**src/rtl/tacho_multi_if.sv**
```systemverilog
// CSR bus bundle for tacho_multi: address, write data/strobe and combinational read data.
interface tacho_multi_if;
  logic [4:0] csr_a;
  logic [7:0] csr_di;
  logic       csr_we;
  logic [7:0] csr_do;

  modport master (output csr_a, csr_di, csr_we, input csr_do);
  modport slave  (input csr_a, csr_di, csr_we, output csr_do);
endinterface

```
**src/rtl/tacho_multi.sv**
```systemverilog
// Multi-channel fan tachometer: per-channel pulse counters snapshotted on ce_1hz,
// overflow/stall sticky status with W1C clear and a registered interrupt.
module tacho_multi #(
  parameter logic [4:0] BASE_ADDR = 5'h0,
  parameter int         NUM_CH    = 2,
  parameter int         CNT_W     = 12,
  parameter int         STALL_SEC = 3
) (
  input  logic              clk,
  input  logic              rst_n,
  tacho_multi_if.slave      csr,
  input  logic              ce_1hz,
  input  logic [NUM_CH-1:0] tacho_in,
  output logic              irq
);

  localparam logic [3:0]       CH_MASK   = 4'((1 << NUM_CH) - 1);
  localparam logic [4:0]       LAST_OFF  = 5'(2 + 2 * NUM_CH);
  localparam logic [CNT_W-1:0] CNT_MAX   = '1;
  localparam logic [2:0]       STALL_MAX = 3'(STALL_SEC);

  logic [3:0] en_reg;
  logic       hold_reg;
  logic [3:0] ie_reg;
  logic [3:0] ovf_reg;
  logic [3:0] stall_reg;
  logic       irq_reg;

  logic [3:0]       ovf_set;
  logic [3:0]       stall_set;
  logic [3:0]       ovf_next;
  logic [3:0]       stall_next;
  logic [7:0]       w1c_mask;
  logic [3:0][15:0] snap_rd;

  logic [5:0] off_full;
  logic [4:0] off_addr;
  logic       in_range;
  logic       wr_ctrl0;
  logic       wr_ctrl1;
  logic       wr_status;
  logic [7:0] rd_data;

  // Offset computed one bit wider so addresses below BASE_ADDR show up as negative.
  assign off_full  = {1'b0, csr.csr_a} - {1'b0, BASE_ADDR};
  assign off_addr  = off_full[4:0];
  assign in_range  = !off_full[5] && (off_addr <= LAST_OFF);
  assign wr_ctrl0  = csr.csr_we && in_range && (off_addr == 5'd0);
  assign wr_ctrl1  = csr.csr_we && in_range && (off_addr == 5'd1);
  assign wr_status = csr.csr_we && in_range && (off_addr == 5'd2);

  assign w1c_mask   = wr_status ? csr.csr_di : 8'h00;
  // Set events are OR-ed in after the clear so a same-cycle set survives a W1C.
  assign ovf_next   = ((ovf_reg & ~w1c_mask[7:4]) | ovf_set) & CH_MASK;
  assign stall_next = ((stall_reg & ~w1c_mask[3:0]) | stall_set) & CH_MASK;

  always_ff @(posedge clk or negedge rst_n) begin
    if (!rst_n) begin
      en_reg    <= 4'h0;
      hold_reg  <= 1'b0;
      ie_reg    <= 4'h0;
      ovf_reg   <= 4'h0;
      stall_reg <= 4'h0;
      irq_reg   <= 1'b0;
    end else begin
      if (wr_ctrl0) begin
        en_reg   <= csr.csr_di[3:0] & CH_MASK;
        hold_reg <= csr.csr_di[4];
      end
      if (wr_ctrl1) begin
        ie_reg <= csr.csr_di[3:0] & CH_MASK;
      end
      ovf_reg   <= ovf_next;
      stall_reg <= stall_next;
      irq_reg   <= |((ovf_reg | stall_reg) & ie_reg);
    end
  end

  assign irq = irq_reg;

  genvar gi;
  generate
    for (gi = 0; gi < 4; gi++) begin : g_ch
      if (gi < NUM_CH) begin : g_on
        logic [2:0]       sync_reg;
        logic [CNT_W-1:0] cnt_reg;
        logic [CNT_W-1:0] snap_reg;
        logic [2:0]       stall_cnt_reg;
        logic             armed_reg;
        logic             ev;

        // sync_reg[1] is the synchronised level, sync_reg[2] its previous value.
        assign ev = sync_reg[2] & ~sync_reg[1];

        always_ff @(posedge clk or negedge rst_n) begin
          if (!rst_n) begin
            sync_reg <= 3'b000;
          end else begin
            sync_reg <= {sync_reg[1:0], tacho_in[gi]};
          end
        end

        // armed_reg discards the partial window between enable and the first ce_1hz.
        always_ff @(posedge clk or negedge rst_n) begin
          if (!rst_n) begin
            cnt_reg       <= '0;
            snap_reg      <= '0;
            stall_cnt_reg <= 3'd0;
            armed_reg     <= 1'b0;
          end else if (!en_reg[gi]) begin
            cnt_reg       <= '0;
            snap_reg      <= '0;
            stall_cnt_reg <= 3'd0;
            armed_reg     <= 1'b0;
          end else if (ce_1hz) begin
            cnt_reg   <= ev ? {{(CNT_W-1){1'b0}}, 1'b1} : '0;
            armed_reg <= 1'b1;
            if (armed_reg && !hold_reg) begin
              snap_reg <= cnt_reg;
            end
            if (cnt_reg == '0) begin
              if (stall_cnt_reg < STALL_MAX) begin
                stall_cnt_reg <= stall_cnt_reg + 3'd1;
              end
            end else begin
              stall_cnt_reg <= 3'd0;
            end
          end else if (ev && (cnt_reg != CNT_MAX)) begin
            cnt_reg <= cnt_reg + 1'b1;
          end
        end

        assign ovf_set[gi]   = en_reg[gi] & ev & ~ce_1hz & (cnt_reg == CNT_MAX);
        assign stall_set[gi] = en_reg[gi] & ce_1hz & (cnt_reg == '0) &
                               (stall_cnt_reg == STALL_MAX - 3'd1);
        assign snap_rd[gi]   = 16'(snap_reg);
      end else begin : g_off
        assign ovf_set[gi]   = 1'b0;
        assign stall_set[gi] = 1'b0;
        assign snap_rd[gi]   = 16'h0000;
      end
    end
  endgenerate

  always_comb begin
    rd_data = 8'h00;
    if (in_range) begin
      case (off_addr)
        5'd0: rd_data = {3'b000, hold_reg, en_reg};
        5'd1: rd_data = {4'b0000, ie_reg};
        5'd2: rd_data = {ovf_reg, stall_reg};
        default: begin
          for (int c = 0; c < 4; c++) begin
            if (off_addr == 5'(3 + 2 * c)) rd_data = snap_rd[c][7:0];
            if (off_addr == 5'(4 + 2 * c)) rd_data = snap_rd[c][15:8];
          end
        end
      endcase
    end
  end

  assign csr.csr_do = rd_data;

endmodule
```
**src/flat_wrapper.sv**
```systemverilog
// flat-port wrapper written by rule: the top's interface ports become plain ports
module tacho_multi_flat 
#(
  parameter logic [4:0] BASE_ADDR = 5'h0,
  parameter int         NUM_CH    = 2,
  parameter int         CNT_W     = 12,
  parameter int         STALL_SEC = 3
)
  (clk, rst_n, ce_1hz, tacho_in, irq, csr_csr_a, csr_csr_di, csr_csr_we, csr_csr_do);
  tacho_multi_if csr_i ();
  input  logic clk;
  input  logic rst_n;
  input  logic ce_1hz;
  input  logic [NUM_CH-1:0] tacho_in;
  output logic irq;
  input wire logic [$bits(csr_i.csr_a)-1:0] csr_csr_a;
  input wire logic [$bits(csr_i.csr_di)-1:0] csr_csr_di;
  input wire logic [$bits(csr_i.csr_we)-1:0] csr_csr_we;
  output wire logic [$bits(csr_i.csr_do)-1:0] csr_csr_do;
  assign csr_i.csr_a = csr_csr_a;
  assign csr_i.csr_di = csr_csr_di;
  assign csr_i.csr_we = csr_csr_we;
  assign csr_csr_do = csr_i.csr_do;
  tacho_multi #(.BASE_ADDR(BASE_ADDR), .NUM_CH(NUM_CH), .CNT_W(CNT_W), .STALL_SEC(STALL_SEC)) u_core (.clk(clk), .rst_n(rst_n), .csr(csr_i), .ce_1hz(ce_1hz), .tacho_in(tacho_in), .irq(irq));
endmodule
```
**config.mk**
```make
export PLATFORM = sky130hd
export DESIGN_NAME = tacho_multi_flat
export DESIGN_NICKNAME = d
export VERILOG_FILES = /design/src/rtl/tacho_multi_if.sv /design/src/rtl/tacho_multi.sv /design/src/flat_wrapper.sv
export SDC_FILE = /design/constraint.sdc
export NUM_CORES = 1
export LEC_CHECK = 0
export ABC_AREA = 1
export ABC_CLOCK_PERIOD_IN_PS = 1400
export BUFFER_PORTS_ARGS = -buffer_cell sky130_fd_sc_hd__buf_2
export CAP_MARGIN = 10
export CORE_MARGIN = 3
export CORE_UTILIZATION = 55
export DETAILED_ROUTE_END_ITERATION = 6
export GPL_ROUTABILITY_DRIVEN = 0
export PLACE_DENSITY = 0.84
export SLEW_MARGIN = 20
export SYNTH_ARGS = -nofsm -noshare
export SYNTH_HDL_FRONTEND = slang
export SYNTH_SLANG_ARGS = --single-unit
```
**constraint.sdc**
```tcl
create_clock -name clk -period 1.4 [get_ports clk]
set_input_delay 0.07 -clock clk [delete_from_list [all_inputs] [get_ports clk]]
set_output_delay 0.07 -clock clk [all_outputs]
set_load 0.1 [all_outputs]
```
After elaboration in Yosys (flattened, before gate mapping)
Cells that the tools add are included.
{"block": "op_classes", "n_addsub": 4, "bitwise": 25, "eq_ne": 24, "muxes": 36, "order_cmp": 3, "n_reduce_logical": 17}
{"cell": "12-bit two-way mux", "count": 12}
{"cell": "8-bit two-way mux", "count": 9}
{"cell": "12-bit by 1-bit adder with 12-bit output, second input constant", "count": 2}
{"cell": "12-bit equality test, second input constant", "count": 2}
{"cell": "12-bit zero test", "count": 2}
{"cell": "3-bit two-way mux", "count": 8}
{"cell": "12-bit != test, second input constant", "count": 2}
{"cell": "8-bit one-hot mux with 3 select lines", "count": 1}
{"cell": "5-bit by 3-bit equality test with 1-bit output, second input constant", "count": 4}
{"cell": "5-bit by 4-bit equality test with 1-bit output, second input constant", "count": 3}
{"cell": "1-bit AND", "count": 14}
{"cell": "3-bit != test, second input constant", "count": 4}
{"cell": "5-bit by 2-bit equality test with 1-bit output, second input constant", "count": 2}
{"cell": "1-bit logical AND", "count": 8}
{"cell": "2-bit != test, second input constant", "count": 4}
{"cell": "2-bit AND reduction", "count": 4}
{"cell": "3-bit by 1-bit adder with 3-bit output, second input constant", "count": 2}
{"cell": "3-bit by 2-bit equality test with 1-bit output, second input constant", "count": 2}
{"cell": "3-bit by 2-bit less-than comparator with 1-bit output, second input constant", "count": 2}
{"cell": "6-bit two-way mux", "count": 1}
{"cell": "2-bit OR", "count": 3}
{"cell": "5-bit by 1-bit equality test with 1-bit output, second input constant", "count": 1}
{"cell": "5-bit by 3-bit <= comparator with 1-bit output, second input constant", "count": 1}
{"cell": "5-bit zero test", "count": 1}
{"cell": "7 further kinds", "count": 15}
{"block": "totals", "output_inout_bits": 9, "register_bits": 72, "input_bits": 19, "word_cells": 125}

Depth between registers and ports, before layout
Gate-level depths: netlist of the first run.
{"block": "logic_depth", "ltp_word": 11, "ltp_mapped": 9, "ltp_nobuf": 9}

Least setup slack after synthesis of the first run
OpenSTA, ideal clock, no wires.
{"block": "synth_timing", "kind": "register to output", "from": "reg u_core.en_reg[0]", "to": "out csr_csr_do[0]", "t_required_ps": 1330, "t_arrival_ps": 2336, "setup_slack_ps": -1006, "stages_incl_launch_ff": 7, "n_path_buf": 2, "cell_sequence": "dfrtp_1 buf_2 buf_1 nand2_1 nand2_1 nor2_1 a21oi_1"}
{"block": "synth_via", "elab_chain_cells": 2}
{"item": "start: declaration", "line": "tacho_multi.sv:22", "rtl": "logic [3:0] en_reg;"}
{"item": "start signal: assignment", "line": "tacho_multi.sv:67", "rtl": "en_reg <= csr.csr_di[3:0] & CH_MASK;"}
{"item": "8-bit one-hot mux with 3 select lines", "line": "tacho_multi.sv:148", "rtl": "case (off_addr)"}
{"item": "8-bit two-way mux", "line": "tacho_multi.sv:147", "rtl": "if (in_range) begin"}
{"item": "end: declaration", "line": "flat_wrapper.sv:19", "rtl": "output wire logic [$bits(csr_i.csr_do)-1:0] csr_csr_do;"}
Every way passes these cells.

Final worst setup path of the first run
{"block": "layout_timing", "from": "reg u_core.g_ch[0].g_on.cnt_reg[1]", "to": "reg u_core.g_ch[0].g_on.cnt_reg[9]"}
{"block": "layout_via", "elab_chain_cells": 4, "elab_cells_between_ends": 7, "cone_classes": "add/sub: 1; eq/ne: 2; mux: 3; reduce/logical: 1"}
{"item": "start: declaration", "line": "tacho_multi.sv:86", "rtl": "logic [CNT_W-1:0] cnt_reg;"}
{"item": "start signal: assignment", "line": "tacho_multi.sv:116", "rtl": "cnt_reg <= ev ? {{(CNT_W-1){1'b0}}, 1'b1} : '0;"}
{"item": "start signal: assignment", "line": "tacho_multi.sv:129", "rtl": "cnt_reg <= cnt_reg + 1'b1;"}
{"item": "12-bit by 1-bit adder with 12-bit output", "line": "tacho_multi.sv:129"}
{"item": "12-bit two-way mux", "line": "tacho_multi.sv:128", "rtl": "end else if (ev && (cnt_reg != CNT_MAX)) begin"}
{"item": "12-bit two-way mux", "line": "tacho_multi.sv:115", "rtl": "end else if (ce_1hz) begin"}
{"item": "12-bit two-way mux", "line": "tacho_multi.sv:110", "rtl": "end else if (!en_reg[gi]) begin"}
Parallel ways exist; a longest one is shown, timed or not. The select of a mux whose other input is x is not followed.
A chain may end at the register's enable or synchronous reset.

==> results of run 1 <==
[cells by family (layout without fill, tap and decap cells)]
family	Yosys count	after routing	synth area share
xor gates and xnor gates	5	5	0.0109
DFF	72	72	0.447
adders and majority gates	8	8	0.0249
AOI/OAI and AO/OA	80	80	0.112
and+or+nand+nor	276	278	0.324
buffers and inverters	81	177	0.0811
[worst min-delay path, cell delays in order]
cell	delay, ns
buf_2	0.09
inv_1	0.05
o21ai_0	0.08
[cell usage after synthesis]
cell type / instances
and2_1: 1
ha_1: 8
o21ai_2: 4
nand3_2: 5
buf_6: 1
nor3_2: 2
nor3b_1: 1
nor2_4: 6
nor2_1: 50
nor3_1: 6
buf_1: 2
nand2_1: 121
clkinv_4: 1
nand4_1: 22
nand3_1: 54
o21ai_1: 14
nand3_4: 1
nand2_2: 5
nor3b_2: 1
buf_2: 5
a31oi_1: 1
o22ai_1: 15
o21ai_0: 35
dfrtp_1: 72
inv_1: 67
nand2_4: 1
o32ai_1: 2
xor2_1: 5
buf_4: 1
o31ai_1: 2
o221ai_1: 1
a21oi_1: 6
inv_2: 4
[where the power goes]
group	internal (uW)	leakage [uW]	switching (uW)
Combinational	183	0.00144	382
Sequential	2110	0.000982	34.7
Clock	1190	0.000119	893
[repair_timing]
item,4_1_cts,5_1_grt
pin swaps,10,40
gates cloned,4,0
hold endpoints to repair,74,0
hold buffers,3,0
resized for setup,41,101
buffers inserted,3,10
setup endpoints to repair,33,49
[placed cells by master, fill, tap and decap left out, types with 10 or more instances in the layout]
cell / instances
nand2_1: 98
dfrtp_1: 67
inv_1: 59
buf_4: 53
nand3_1: 41
nor2_1: 32
nand2_2: 22
nand4_1: 22
o21ai_0: 22
o21ai_2: 19
nor2_4: 16
buf_2: 15
o21ai_1: 12
o22ai_1: 12
nand3_2: 11
inv_2: 10
buf_12: 10
[how the worst max path moves through the flow]
| stage | startpoint | to | slack [ns] | depth (start not counted) |
|---|---|---|---|---|
| 2_1_floorplan | u_core.en_reg[0] | csr_csr_do[0] | -0.10 | 6 |
| 3_3_place_gp | u_core.g_ch[0].g_on.cnt_reg[0] | u_core.g_ch[0].g_on.cnt_reg[7] | -0.05 | 8 |
| 3_5_place_dp | u_core.g_ch[0].g_on.cnt_reg[0] | u_core.g_ch[0].g_on.cnt_reg[7] | -0.12 | 8 |
| 4_1_cts | u_core.g_ch[1].g_on.cnt_reg[0] | u_core.g_ch[1].g_on.cnt_reg[6] | -0.08 | 7 |
| 5_1_grt | u_core.g_ch[1].g_on.cnt_reg[1] | u_core.g_ch[1].g_on.stall_cnt_reg[1] | -0.25 | 8 |
| 6_report | u_core.g_ch[0].g_on.cnt_reg[1] | u_core.g_ch[0].g_on.cnt_reg[9] | -0.16 | 10 |
[layout make-up]
cell class / instances / area (sq um) / area share
multi-input combinational: 371 / 2450 / 0.430
clock inverter: 7 / 120 / 0.0210
tap: 96 / 120 / 0.0210
timing repair inverter: 2 / 17.5 / 0.00307
sequential: 72 / 1810 / 0.317
inverter: 72 / 293 / 0.0513
timing repair buffer: 87 / 771 / 0.135
clock buffer: 9 / 124 / 0.0217
[through the flow]
step / hold WS [ns] / instances / utilization / total power, uW
final: -0.0134 / 716 / 0.822 / 4790
after global placement: 0.125 / 680 / 0.689 / 2570
after floorplan: -0.226 / 522 / - / 2390
after detailed placement: 0.127 / 680 / 0.689 / 2580
after CTS: 0.00164 / 706 / 0.752 / 4630
after global routing: 0.00172 / 716 / 0.822 / 4900
[per-layer routing]
metal	vias to the layer above	global-route usage	wire (microns)
met5	-	0	0
met4	0	0.173	1370
met3	183	0.0481	2040
met2	536	0.481	6750
met1	2160	0.381	5380
li1	1920	-	-
==> impl_metrics.py, run 1 <==
metrics = {
    "run_status": {
        "status": "complete, but fails checks",
        "violations": "DRC, hold timing, setup timing",
    },
    "final_layout": {
        "drive_above_1_share": 0.373,
        "area_delta_synth_final_pct": 41.7,
        "fin_area_sq_um": 5710,
        "antenna_cells": 0,
        "nets": 642,
        "nFillCells": 338,
    },
    "floorplanning": {
        "die_x_microns": 91.6,
        "die_h_microns": 91.6,
        "io_pins": 28,
        "rows": 30,
        "die-area_sq_um": 8390,
        "start_util": 0.580,
        "coreArea_sq_um": 6940,
    },
    "setup_path": {
        "cpPeakStageDelay_ns": 0.39,
        "critical_path.max_fanout": 7,
        "required_ns": 1.70,
        "criticalPathCategory": "register to register",
        "critical_path.reg2reg.endpoint": "u_core.g_ch[0].g_on.cnt_reg[9]",
        "cp-end-kind": "register",
        "cpLargestDelayFamily": "simple AND/OR/NAND/NOR gates",
        "critPathBufInv": 2,
        "worstPathArrival_ns": 1.86,
        "r2r_start": "u_core.g_ch[0].g_on.cnt_reg[1]",
        "crit_chain": "buf_6 > ha_4 > nand3_4 > nor2_4 > nand3_4 > nand2_4 > nand2_8 > inv_4 > nand2_1 > nand2_1",
        "reg2reg_slack_ns": -0.16,
        "ff2ff_path_depth": 10,
        "cpMaxStageDelayCell": "dfrtp_1",
        "worstSetupStartpointType": "register",
    },
    "min_path": {
        "worstHoldStart": "csr_csr_di[4]",
        "holdPathStages": 3,
        "holdPathEnd": "u_core.hold_reg",
        "hold_path.class": "input port to register",
    },
    "sta": {
        "maxSlewHeadroom": 0.674,
        "fin_crit_sh": 1.12,
        "hold_viol": 1,
        "drv_slew": 0,
        "rsz0062_at_grt": "yes",
        "fin_skew_ns": 0.0124,
        "setup_viol": 36,
        "fmax_mhz": 640,
        "finalCriticalPeriod_ns": 1.56,
        "worst_pin_slew_ns": 0.493,
        "hold_slack_ns": -0.0134,
        "fin_tns_setup_ns": -3.33,
        "setup_ws_ns": -0.162,
    },
    "clock_network": {
        "cts.path.max_buffers": 2,
        "cts_buffers": 9,
        "insertion_delay_ns": 0.36,
        "clockRootBuffer": "clkbuf_8",
        "clkSinkCount": 72,
        "tritoncts": "yes",
        "path_clk_slew_ns": 0.09,
        "htree_levels": 3,
    },
    "routing": {
        "drt-initial-drc-count": 897,
        "wl_per_cell_microns": 21.7,
        "dr.pass1.iters": 7,
        "drt-vias-per-instance": 6.70,
        "drc": 8,
        "routed_wl_mm": 15.5,
        "vias": 4799,
        "antenna_left": 0,
    },
    "power": {
        "p_leak_uw": 0.00255,
        "power.density_nw_per_um2": 839,
        "worst_ir_drop_vdd_mv": 0.831,
    },
    "logic_synthesis": {
        "ys_types": 33,
        "synth-seq-area-share": 0.447,
        "synth.area.top_cells": "dfrtp_1, nand2_1, nand3_1, inv_1, nor2_1",
        "synth_top_area_cell": "dfrtp_1",
        "yosys_warnings": 0,
        "syn-num-nets": 549,
        "yosysTopAreaCellShare": 0.447,
        "avgSynthCellArea_sq_um": 7.72,
        "synth_cells": 522,
        "synth-seq-cells": 72,
        "syn_area_sq_um": 4030,
    },
    "grt": {
        "antenna_found_initial": 0,
        "grt_remaining_overflow": 0,
        "grt_max_degree": 73,
        "grt_first_pass_wirelength_mm": 20.0,
        "first_global_vias": 4180,
        "gr-usage-all-layers": 0.299,
    },
    "placed_design": {
        "post-place-ws_ns": -0.123,
        "place_hpwl_mm": 7.72,
        "post_dp_cell_area_sq_um": 4790,
        "port_buffers": 23,
    },
    "run": {
        "maxCapViolCount": 0,
    },
}
Power figures use the tool's default switching activity.
==> inputs of run 2 (changes only) <==
Settings changed: HOLD_SLACK_MARGIN set to 0.1.
==> impl_metrics.py, run 2 (synthesized netlist as in run 1, its figures left out) <==
metrics = {
    "routing": {
        "wl_met2_mm": 6.77,
        "wl_per_cell_microns": 21.9,
        "routed_wl_mm": 15.8,
        "drt-vias-per-instance": 6.76,
        "dr.pass1.iters": 6,
        "top_layer": "met4",
        "vias": 4875,
        "drc": 0,
        "drt-initial-drc-count": 843,
        "met3WireLength_mm": 2.13,
        "antenna_left": 0,
        "wl_met1_mm": 5.39,
    },
    "sta": {
        "rsz0062_at_grt": "yes",
        "hold_viol": 0,
        "maxSlewHeadroom": 0.671,
        "fmax_mhz": 630,
        "setup_ws_ns": -0.186,
        "finalCriticalPeriod_ns": 1.59,
        "fin_skew_ns": 0.0109,
        "worst_pin_slew_ns": 0.496,
        "fin_tns_setup_ns": -3.68,
        "fin_crit_sh": 1.13,
        "drv_slew": 0,
        "setup_viol": 40,
        "hold_slack_ns": 0.146,
    },
    "clock_network": {
        "tritoncts": "yes",
        "insertion_delay_ns": 0.36,
        "cts.path.max_buffers": 2,
        "path_clk_slew_ns": 0.09,
        "htree_levels": 3,
        "clkSinkCount": 72,
        "clockRootBuffer": "clkbuf_8",
        "cts_buffers": 9,
    },
    "setup_path": {
        "r2r_start": "u_core.g_ch[1].g_on.cnt_reg[6]",
        "cp-end-kind": "primary output",
        "cpPeakStageDelay_ns": 0.26,
        "crit_chain": "buf_2 > nand2_1 > inv_2 > nand2_2 > o22ai_1 > nor2_2 > nor2_4 > buf_12",
        "cpMaxStageDelayCell": "o22ai_1",
        "criticalPathCategory": "input port to primary output",
        "cpLargestDelayFamily": "buffers and inverters",
        "worstPathArrival_ns": 1.52,
        "critPathBufInv": 3,
        "required_ns": 1.33,
        "critPathLaunch": "csr_csr_a[1]",
        "worstSetupStartpointType": "input port",
        "critical_path.max_fanout": 7,
    },
    "floorplanning": {
        "io_pins": 28,
        "rows": 30,
        "die_x_microns": 91.6,
        "coreArea_sq_um": 6940,
        "start_util": 0.580,
        "die-area_sq_um": 8390,
        "die_h_microns": 91.6,
    },
    "power": {
        "power.total_uw": 4810,
        "power.density_nw_per_um2": 836,
        "worst_ir_drop_vdd_mv": 0.935,
        "p_leak_uw": 0.00257,
    },
    "run": {
        "maxCapViolCount": 0,
    },
    "final_layout": {
        "final_cell_mix": "nand2_1, dfrtp_1, inv_1, buf_4, nand3_1",
        "nFillCells": 324,
        "fin_util": 0.829,
        "seqCellArea_sq_um": 1810,
        "antenna_cells": 0,
        "drive_above_1_share": 0.370,
        "nets": 647,
        "multi_input_area_sq_um": 2450,
        "area_delta_synth_final_pct": 43.0,
        "layout_commonest_cell": "nand2_1",
    },
    "grt": {
        "gr-usage-all-layers": 0.301,
        "grt_first_pass_wirelength_mm": 20.1,
        "antenna_found_initial": 0,
        "grt_remaining_overflow": 0,
        "grt_max_degree": 73,
        "first_global_vias": 4241,
    },
    "placed_design": {
        "port_buffers": 23,
        "place_hpwl_mm": 7.72,
    },
    "run_status": {
        "violations": "setup timing",
        "status": "complete, but fails checks",
    },
    "min_path": {
        "worstHoldStart": "ce_1hz",
        "hold_path.class": "input port to register",
    },
}
-- run 2: where the power goes --
part           total (uW)  internal (uW)  switching, uW
Combinational         581            192            389
Sequential           2140           2110           34.6
Clock                2090           1190            902
Total                4810           3490           1330
-- run 2: worst min-delay path, stage by stage --
cell	delay, ns
buf_2	0.15
nor2_4	0.08
nand4_1	0.12
o21ai_2	0.06
-- run 2: final timing paths --
kind	to	slack [ns]	cells after the start
max	csr_csr_do[2]	-0.19	8
min	u_core.g_ch[0].g_on.cnt_reg[1]	0.15	4
min in group asynchronous	u_core.g_ch[0].g_on.cnt_reg[4]	0.27	3
max reg2reg	u_core.g_ch[1].g_on.cnt_reg[10]	-0.15	8
max in group asynchronous	u_core.g_ch[1].g_on.cnt_reg[1]	0.81	3
min reg2reg	u_core.g_ch[1].g_on.sync_reg[1]	0.35	0
-- run 2: layout make-up --
cell class	count	share of cell area
Clock buffer	9	0.0215
Clock inverter	7	0.0209
Inverter	72	0.0508
Multi-Input combinational cell	371	0.426
Sequential cell	72	0.314
Tap cell	96	0.0209
Timing Repair Buffer	92	0.143
Timing Repair inverter	2	0.00304
-- run 2: routing by layer --
metal / global-route usage / up-vias
met5: 0 / -
met4: 0.178 / 0
met3: 0.0481 / 201
met2: 0.486 / 587
met1: 0.380 / 2155
li1: - / 1932
-- run 2: repair_timing --
action                                  in CTS  in global routing
gates cloned                                 4                  0
hold buffers                                 8                  0
setup buffers                                3                 10
endpoints found under the setup margin      33                 49
pin swaps                                   10                 40
resized for setup                           41                101
endpoints found under the hold margin       83                  0
-- run 2: stage by stage --
stage               cell area (sq um)  setup WS (ns)  cells
floorplan                        4110         -0.101    522
finish                           5760         -0.186    721
CTS                              5270        -0.0800    711
global placement                 4790        -0.0450    680
detailed placement               4790         -0.123    680
global route                     5760         -0.242    721
==> inputs of run 3 (changes only) <==
Settings changed: PLACE_DENSITY 0.84 to 0.82.
==> impl_metrics.py, run 3 (synthesized netlist as in run 1, its figures left out) <==
metrics = {
    "sta": {
        "worst_pin_slew_ns": 0.491,
        "setup_viol": 30,
        "fmax_mhz": 595,
        "hold_viol": 0,
        "fin_tns_setup_ns": -2.34,
        "fin_crit_sh": 1.20,
        "rsz0062_at_grt": "yes",
        "setup_ws_ns": -0.280,
        "fin_skew_ns": 0.0146,
        "drv_slew": 0,
        "maxSlewHeadroom": 0.675,
        "finalCriticalPeriod_ns": 1.68,
    },
    "clock_network": {
        "tritoncts": "yes",
        "cts.path.max_buffers": 2,
        "clockRootBuffer": "clkbuf_8",
        "cts_buffers": 9,
        "insertion_delay_ns": 0.37,
        "clkSinkCount": 72,
        "htree_levels": 3,
        "path_clk_slew_ns": 0.09,
    },
    "power": {
        "worst_ir_drop_vdd_mv": 0.681,
        "p_leak_uw": 0.00250,
        "power.density_nw_per_um2": 788,
    },
    "run": {
        "maxCapViolCount": 0,
    },
    "placed_design": {
        "post-place-ws_ns": -0.169,
        "port_buffers": 23,
        "place_inst": 681,
        "place_hpwl_mm": 7.53,
        "post_dp_cell_area_sq_um": 4790,
    },
    "grt": {
        "antenna_found_initial": 0,
        "grt_first_pass_wirelength_mm": 20.3,
        "grt_max_degree": 73,
        "first_global_vias": 4249,
        "grt_remaining_overflow": 0,
        "gr-usage-all-layers": 0.305,
    },
    "routing": {
        "drc": 22,
        "antenna_left": 0,
        "drt-initial-drc-count": 881,
        "dr.pass1.iters": 7,
        "vias": 4717,
        "routed_wl_mm": 15.0,
        "drt-vias-per-instance": 6.53,
        "wl_per_cell_microns": 20.8,
    },
    "floorplanning": {
        "io_pins": 28,
        "start_util": 0.580,
        "rows": 30,
        "die_x_microns": 91.6,
        "die_h_microns": 91.6,
        "coreArea_sq_um": 6940,
        "die-area_sq_um": 8390,
    },
    "final_layout": {
        "antenna_cells": 0,
        "fin_area_sq_um": 5640,
        "final_cell_mix": "nand2_1, dfrtp_1, inv_1, buf_4, nand3_1",
        "drive_above_1_share": 0.361,
        "nets": 648,
        "layout_commonest_cell": "nand2_1",
        "area_delta_synth_final_pct": 40.0,
        "final_cells": 722,
    },
    "setup_path": {
        "required_ns": 1.68,
        "critical_path.reg2reg.endpoint": "u_core.g_ch[1].g_on.stall_cnt_reg[2]",
        "worstPathArrival_ns": 1.96,
        "reg2reg_slack_ns": -0.28,
        "cp-end-kind": "register",
        "worstSetupStartpointType": "register",
        "critical_path.max_fanout": 6,
        "r2r_start": "u_core.g_ch[1].g_on.cnt_reg[8]",
        "criticalPathCategory": "register to register",
        "ff2ff_path_depth": 7,
    },
    "min_path": {
        "holdPathEnd": "u_core.ie_reg[1]",
        "holdPathStages": 3,
        "hold_path.class": "input port to register",
        "worstHoldStart": "csr_csr_we",
    },
    "run_status": {
        "status": "complete, but fails checks",
        "violations": "DRC, setup timing",
    },
}
## run 3: cell type report
type	count	area, sq um
clock buffers	13	159
clock inverters	3	40.0
fillers	342	1310
inverters	72	288
multi-input cells	371	2400
flip-flops and latches	72	1810
well taps	96	120
repair buffers	93	806
repair inverters	2	13.8
## run 3: worst max-delay path by stage
stage                               startpoint                              endpoint  slack [ns]  cells past startpoint
2_1_floorplan                 u_core.en_reg[0]                         csr_csr_do[0]       -0.10                      6
3_3_place_gp    u_core.g_ch[0].g_on.cnt_reg[0]        u_core.g_ch[0].g_on.cnt_reg[7]       -0.04                      8
3_5_place_dp    u_core.g_ch[0].g_on.cnt_reg[0]        u_core.g_ch[0].g_on.cnt_reg[7]       -0.17                      8
4_1_cts         u_core.g_ch[1].g_on.cnt_reg[1]        u_core.g_ch[1].g_on.cnt_reg[6]       -0.03                      9
5_1_grt        u_core.g_ch[1].g_on.cnt_reg[10]  u_core.g_ch[1].g_on.stall_cnt_reg[2]       -0.33                      7
6_report        u_core.g_ch[1].g_on.cnt_reg[8]  u_core.g_ch[1].g_on.stall_cnt_reg[2]       -0.28                      7
## run 3: where the power goes
group	leakage (uW)	internal (uW)	switching, uW	total (uW)
Combinational	0.00142	188	377	565
Sequential	0.000982	2110	33.0	2140
Clock	0.000103	917	818	1740
## run 3: repair_timing
item | CTS | global route
hold endpoints to repair | 83 | 0
setup endpoints to repair | 32 | 40
pin swaps | 34 | 33
buffers inserted | 8 | 6
cloned | 3 | 1
resized for setup | 63 | 66
hold buffers | 7 | 0
## run 3: critical path, cell delays in order, from the launching register on
cell	delay (ns)
dfrtp_1	0.43
inv_1	0.16
nand4_1	0.34
nor2_2	0.29
nand3_2	0.12
nand2_4	0.12
nand2_1	0.05
o21ai_1	0.08
## run 3: stage by stage
| step | hold WS (ns) | total power (uW) | utilization |
|---|---|---|---|
| detailed placement | 0.128 | 2580 | 0.690 |
| finish | 0.112 | 4440 | 0.812 |
| floorplan | -0.226 | 2390 | - |
| CTS | 0.104 | 4310 | 0.772 |
| global route | 0.108 | 4580 | 0.812 |
| global placement | 0.126 | 2570 | 0.690 |
## run 3: layer usage
metal | global-route usage | part of all wire
met1 | 0.392 | 0.35
met2 | 0.484 | 0.44
met3 | 0.0613 | 0.13
met4 | 0.165 | 0.079
met5 | 0 | 0
